### config.mk
export PLATFORM = sky130hd
export DESIGN_NAME = serial_bit_tx_flat
export DESIGN_NICKNAME = d
export VERILOG_FILES = /design/src/rtl/serial_bit_tx_if.sv /design/src/rtl/serial_bit_tx.sv /design/src/flat_wrapper.sv
export SDC_FILE = /design/constraint.sdc
export NUM_CORES = 1
export LEC_CHECK = 0
export ABC_AREA = 1
export BUFFER_PORTS_ARGS = -buffer_cell sky130_fd_sc_hd__buf_4
export CORE_MARGIN = 10
export CORE_UTILIZATION = 57
export DETAILED_ROUTE_END_ITERATION = 10
export MAX_ROUTING_LAYER = met4
export PLACE_DENSITY = 0.81
export SETUP_SLACK_MARGIN = 0.1
export SLEW_MARGIN = 5
export SYNTH_ARGS = -nofsm -noshare
export SYNTH_HDL_FRONTEND = slang
export SYNTH_SLANG_ARGS = --single-unit
### constraint.sdc
create_clock -name Clk -period 3.9 [get_ports Clk]
set_clock_uncertainty 0.1 [all_clocks]
set_input_delay 0.39 -clock Clk [delete_from_list [all_inputs] [get_ports Clk]]
set_output_delay 0.39 -clock Clk [all_outputs]
set_load 0.02 [all_outputs]
### src/rtl/serial_bit_tx_if.sv
// Load/parallel-data side and serial line of serial_bit_tx, bundled for port connection.
// dbg_state mirrors the transmitter FSM state register for checkers.
interface serial_bit_tx_if #(
    parameter int DATA_W = 8
);
    logic [DATA_W-1:0] Data;
    logic              Load;
    logic              Ready;
    logic              TxD;
    logic              Busy;
    logic              Done;
    logic [2:0]        dbg_state;

    modport master (
        output Data, Load,
        input  Ready, TxD, Busy, Done, dbg_state
    );

    modport slave (
        input  Data, Load,
        output Ready, TxD, Busy, Done, dbg_state
    );
endinterface

### src/rtl/serial_bit_tx.sv
// Framed serial transmitter: start bit, DATA_W data bits LSB first, optional even parity
// (enabled by defining SERIAL_BIT_TX_PARITY_EN), stop bit; each bit held BIT_CYCLES clocks.
module serial_bit_tx #(
    parameter int DATA_W     = 8,
    parameter int BIT_CYCLES = 4
) (
    input  logic            Clk,
    input  logic            Reset,
    serial_bit_tx_if.slave  bus
);

    localparam int CNT_W = (BIT_CYCLES > 1) ? $clog2(BIT_CYCLES) : 1;
    localparam int IDX_W = (DATA_W > 1) ? $clog2(DATA_W) : 1;
    localparam logic [CNT_W-1:0] CNT_MAX = CNT_W'(BIT_CYCLES - 1);
    localparam logic [IDX_W-1:0] IDX_MAX = IDX_W'(DATA_W - 1);

    // Handshake: a word is accepted on a rising edge where Load=1 and the FSM is IDLE
    // (Ready=1 in the preceding cycle); Load at any other time is ignored, never queued.
    typedef enum logic [2:0] {
        S_IDLE   = 3'd0,
        S_START  = 3'd1,
        S_DATA   = 3'd2,
`ifdef SERIAL_BIT_TX_PARITY_EN
        S_PARITY = 3'd3,
`endif
        S_STOP   = 3'd4
    } state_t;

    state_t            state_q, state_d;
    logic [CNT_W-1:0]  cnt_q, cnt_d;
    logic [IDX_W-1:0]  idx_q, idx_d;
    logic [DATA_W-1:0] shift_q, shift_d;
    logic              txd_q, txd_d;
    logic              ready_q, ready_d;
    logic              done_q, done_d;
    logic              bit_end;
`ifdef SERIAL_BIT_TX_PARITY_EN
    logic              par_q, par_d;
`endif

    assign bit_end = (cnt_q == CNT_MAX);

    always_comb begin
        state_d = state_q;
        cnt_d   = cnt_q;
        idx_d   = idx_q;
        shift_d = shift_q;
`ifdef SERIAL_BIT_TX_PARITY_EN
        par_d   = par_q;
`endif
        case (state_q)
            S_IDLE: begin
                if (bus.Load) begin
                    shift_d = bus.Data;
                    cnt_d   = '0;
                    idx_d   = '0;
`ifdef SERIAL_BIT_TX_PARITY_EN
                    par_d   = 1'b0;
`endif
                    state_d = S_START;
                end
            end
            S_START: begin
                if (bit_end) begin
                    cnt_d   = '0;
                    state_d = S_DATA;
                end else begin
                    cnt_d = cnt_q + 1'b1;
                end
            end
            S_DATA: begin
                if (bit_end) begin
                    cnt_d   = '0;
                    shift_d = shift_q >> 1;
`ifdef SERIAL_BIT_TX_PARITY_EN
                    // Parity accumulates each bit as it leaves the shifter.
                    par_d   = par_q ^ shift_q[0];
`endif
                    if (idx_q == IDX_MAX) begin
                        idx_d = '0;
`ifdef SERIAL_BIT_TX_PARITY_EN
                        state_d = S_PARITY;
`else
                        state_d = S_STOP;
`endif
                    end else begin
                        idx_d = idx_q + 1'b1;
                    end
                end else begin
                    cnt_d = cnt_q + 1'b1;
                end
            end
`ifdef SERIAL_BIT_TX_PARITY_EN
            S_PARITY: begin
                if (bit_end) begin
                    cnt_d   = '0;
                    state_d = S_STOP;
                end else begin
                    cnt_d = cnt_q + 1'b1;
                end
            end
`endif
            S_STOP: begin
                if (bit_end) begin
                    cnt_d   = '0;
                    state_d = S_IDLE;
                end else begin
                    cnt_d = cnt_q + 1'b1;
                end
            end
            default: begin
                cnt_d   = '0;
                idx_d   = '0;
                state_d = S_IDLE;
            end
        endcase

        // Outputs are decoded from the next state so they register on the same edge.
        txd_d = 1'b1;
        case (state_d)
            S_START:  txd_d = 1'b0;
            S_DATA:   txd_d = shift_d[0];
`ifdef SERIAL_BIT_TX_PARITY_EN
            S_PARITY: txd_d = par_d;
`endif
            default:  txd_d = 1'b1;
        endcase
        ready_d = (state_d == S_IDLE);
        done_d  = (state_d == S_STOP) && (cnt_d == CNT_MAX);
    end

    always_ff @(posedge Clk) begin
        if (Reset) begin
            state_q <= S_IDLE;
            cnt_q   <= '0;
            idx_q   <= '0;
            shift_q <= '0;
            txd_q   <= 1'b1;
            ready_q <= 1'b1;
            done_q  <= 1'b0;
`ifdef SERIAL_BIT_TX_PARITY_EN
            par_q   <= 1'b0;
`endif
        end else begin
            state_q <= state_d;
            cnt_q   <= cnt_d;
            idx_q   <= idx_d;
            shift_q <= shift_d;
            txd_q   <= txd_d;
            ready_q <= ready_d;
            done_q  <= done_d;
`ifdef SERIAL_BIT_TX_PARITY_EN
            par_q   <= par_d;
`endif
        end
    end

    assign bus.TxD       = txd_q;
    assign bus.Ready     = ready_q;
    assign bus.Busy      = ~ready_q;
    assign bus.Done      = done_q;
    assign bus.dbg_state = state_q;

endmodule

### src/flat_wrapper.sv
// flat-port wrapper written by rule: the top's interface ports become plain ports
module serial_bit_tx_flat 
#(
    parameter int DATA_W     = 8,
    parameter int BIT_CYCLES = 4
)
  (Clk, Reset, bus_Data, bus_Load, bus_Ready, bus_TxD, bus_Busy, bus_Done, bus_dbg_state);
  serial_bit_tx_if #(.DATA_W(DATA_W)) bus_i ();
  input  logic Clk;
  input  logic Reset;
  input wire logic [$bits(bus_i.Data)-1:0] bus_Data;
  input wire logic [$bits(bus_i.Load)-1:0] bus_Load;
  output wire logic [$bits(bus_i.Ready)-1:0] bus_Ready;
  output wire logic [$bits(bus_i.TxD)-1:0] bus_TxD;
  output wire logic [$bits(bus_i.Busy)-1:0] bus_Busy;
  output wire logic [$bits(bus_i.Done)-1:0] bus_Done;
  output wire logic [$bits(bus_i.dbg_state)-1:0] bus_dbg_state;
  assign bus_i.Data = bus_Data;
  assign bus_i.Load = bus_Load;
  assign bus_Ready = bus_i.Ready;
  assign bus_TxD = bus_i.TxD;
  assign bus_Busy = bus_i.Busy;
  assign bus_Done = bus_i.Done;
  assign bus_dbg_state = bus_i.dbg_state;
  serial_bit_tx #(.DATA_W(DATA_W), .BIT_CYCLES(BIT_CYCLES)) u_core (.Clk(Clk), .Reset(Reset), .bus(bus_i));
endmodule
==> out/qor.yml <==
yosysTopAreaCell: "dfxtp_1"
wl_per_cell_um: 12.0
postRouteWirelength_mm: 2.11
viasPerCell: 5.26
grt_util_all_layers_pct: 12.5
synthTopCellsByCount: "38 x nand2_1, 20 x nand3_1, 19 x dfxtp_1, 16 x inv_1, 12 x nor2_1"
cts_buffers: 3
finalNonFillerCells: 176
dp_cells: 172
dp_hpwl_mm: 1.62
clockBufferDepth: 2
ys.flop_type: "dfxtp_1"
ctsResizeCount: 0
gr-total-overflow: 0
start_util_pct: 62.8
fillerInstances: 131
worstPathArrival_ns: 1.01
final_max_slew_viol_count: 0
clkLatencyLatePin_ns: 0.29
die-width_um: 61.4
cp.depth: 1
synth_area_um2: 978
drtIter0Drc: 37
finalPower_uw: 384
worstMarginPinSlew_ns: 0.300
netlist_top_cells_area: "dfxtp_1 39%, nand2_1 15%, nand3_1 10%"
cts_max_level: 1
cp_top_family: "flip-flops"
n_antenna_cell: 0
grt_max_degree: 12
synthArstFlopShare_pct: 0
synth.distinct_cells: 20
max_freq_mhz: 667
cp_slowest_stage_delay_ns: 0.51
drcViolationCount: 0
cp_slowest_cell: "dfxtp_1"
slew_headroom_pct: 80.0
vdd_drop_max_mv: 0.252
finalCriticalPeriod_ns: 1.50
hold_class: "in -> reg"
antenna_found_initial: 0
num-nets-final: 175
fp.dieH_um: 61.4
fin_util_pct: 73.4
seq_area_frac_synth_pct: 38.9
outcome: "complete, no violations"
tritoncts: "yes"
p_per_area_nw_per_um2: 335
syn_avg_cell_area_um2: 6.94
p_leak_uw: 0.000576
drv_cap: 0
drive_above_1_share_pct: 22.5
hold_slack_ns: 0.248
holdPathStages: 2
io_buffers: 17
required_ns: 3.41
yosysMostFrequentCell: "nand2_1"
post-cts-setup-buffers: 0
postCtsHoldBufs: 0
cp-start-kind: "flop"
synth_edf_count: 0
fin_crit_sh_pct: 38.4
synth_top_cell_area_share_pct: 38.9
path_buf_inv: 1
die-area_um2: 3770
finalSetupViolations: 0
yosys_warnings: 0
synth.ff_latch_count: 19
core_area_um2: 1560
postRouteAntennaNets: 0
fin_setup_tns_ns: 0
syn_inst: 141
path_class: "reg -> out"
firstDrtPassIters: 4
root_buffer: "clkbuf_4"
grt_setup_unrepaired: "no"
grt_pass1_vias: 858
grt_pass1_wl_mm: 3.52
ios: 18
hold_viol: 0
area_growth_syn_to_layout_pct: 16.9
rows: 14
synth_nets: 155
rr_worst_depth: 6
clock-sinks: 19
end_kind: "output port"
crit_chain: "buf_4"
clkSlewWorstSetupHoldPaths_ns: 0.10
vias: 925
critPathMaxFanout: 5
place_congestion: 0.889
## path summary, 6_finish.rpt
path	startpoint	to	slack, ns
max	u_core.bus.dbg_state[0]$_SDFF_PP0_	bus_dbg_state[0]	2.40
min	Reset	u_core.shift_q[1]$_SDFFE_PP0P_	0.25
max reg2reg	u_core.cnt_q[0]$_SDFF_PP0_	u_core.shift_q[6]$_SDFFE_PP0P_	2.41
min reg2reg	u_core.shift_q[7]$_SDFFE_PP0P_	u_core.shift_q[7]$_SDFFE_PP0P_	0.39
## cells by family (layout without fill, tap and decap cells)
kind of cell / count (synthesis) / in the layout / share of synthesized area (%)
AO/OA/AOI/OAI: 14 / 14 / 8.06
adder cells (fa/ha/maj): 3 / 3 / 3.84
flip-flops: 19 / 19 / 38.9
AND/OR/NAND/NOR: 83 / 83 / 40.7
buffers and inverters: 22 / 41 / 8.57
## cell type report
type / instances / area [µm²] / share of cell area [%]
flip-flops and latches: 19 / 380 / 33.3
multi-input cells: 100 / 514 / 45.0
well taps: 16 / 20.0 / 1.75
inverters: 20 / 75.1 / 6.56
repair buffers: 17 / 128 / 11.2
clock buffers: 4 / 26.3 / 2.30
## metal layers
layer / vias to the layer above / track usage (%) / wire length (µm)
met5: - / - / 0
met3: 5 / 4.53 / 159
li1: 482 / - / -
met1: 414 / 14.9 / 1030
met2: 24 / 18.5 / 884
met4: 0 / 5.41 / 29
## through the flow
stage	worst slack, ns	instance area (µm²)
after floorplan	2.56	978
after global placement	2.48	1120
after detailed placement	2.44	1120
after CTS	2.40	1140
after global routing	2.22	1140
final	2.40	1140
## power by group
part | total (µW) | leakage [µW] | internal [µW] | switching, µW
Combinational | 71.1 | 0.000405 | 30.0 | 41.1
Sequential | 214 | 0.000156 | 206 | 7.89
Clock | 98.4 | 0.0000150 | 39.8 | 58.6
## registers in the layout, summed over array words and instances, names as in the netlist
| name | flops |
|---|---|
| u_core.bus.TxD | 1 |
| u_core.idx_q | 3 |
| u_core.bus.dbg_state | 3 |
| u_core.cnt_q | 2 |
| u_core.bus.Done | 1 |
| u_core.bus.Ready | 1 |
| u_core.shift_q | 8 |
## layout by cell type, fill, tap and decap left out
cell type,netlist,final
nand3_1,20,20
nand4_1,1,1
nor3_1,1,1
ha_1,3,3
nand2_4,2,2
nand2_1,38,38
o211ai_1,1,1
inv_1,16,16
o21ai_0,2,2
nor2_1,12,12
nand2_2,4,4
inv_2,4,4
clkbuf_4,0,3
a21oi_2,1,1
dfxtp_1,19,19
nor2_4,4,4
o21bai_1,1,1
or2_2,1,1
clkbuf_1,1,1
a21oi_1,9,9
buf_4,0,17
No activity file was read; power rests on OpenSTA's default activity.
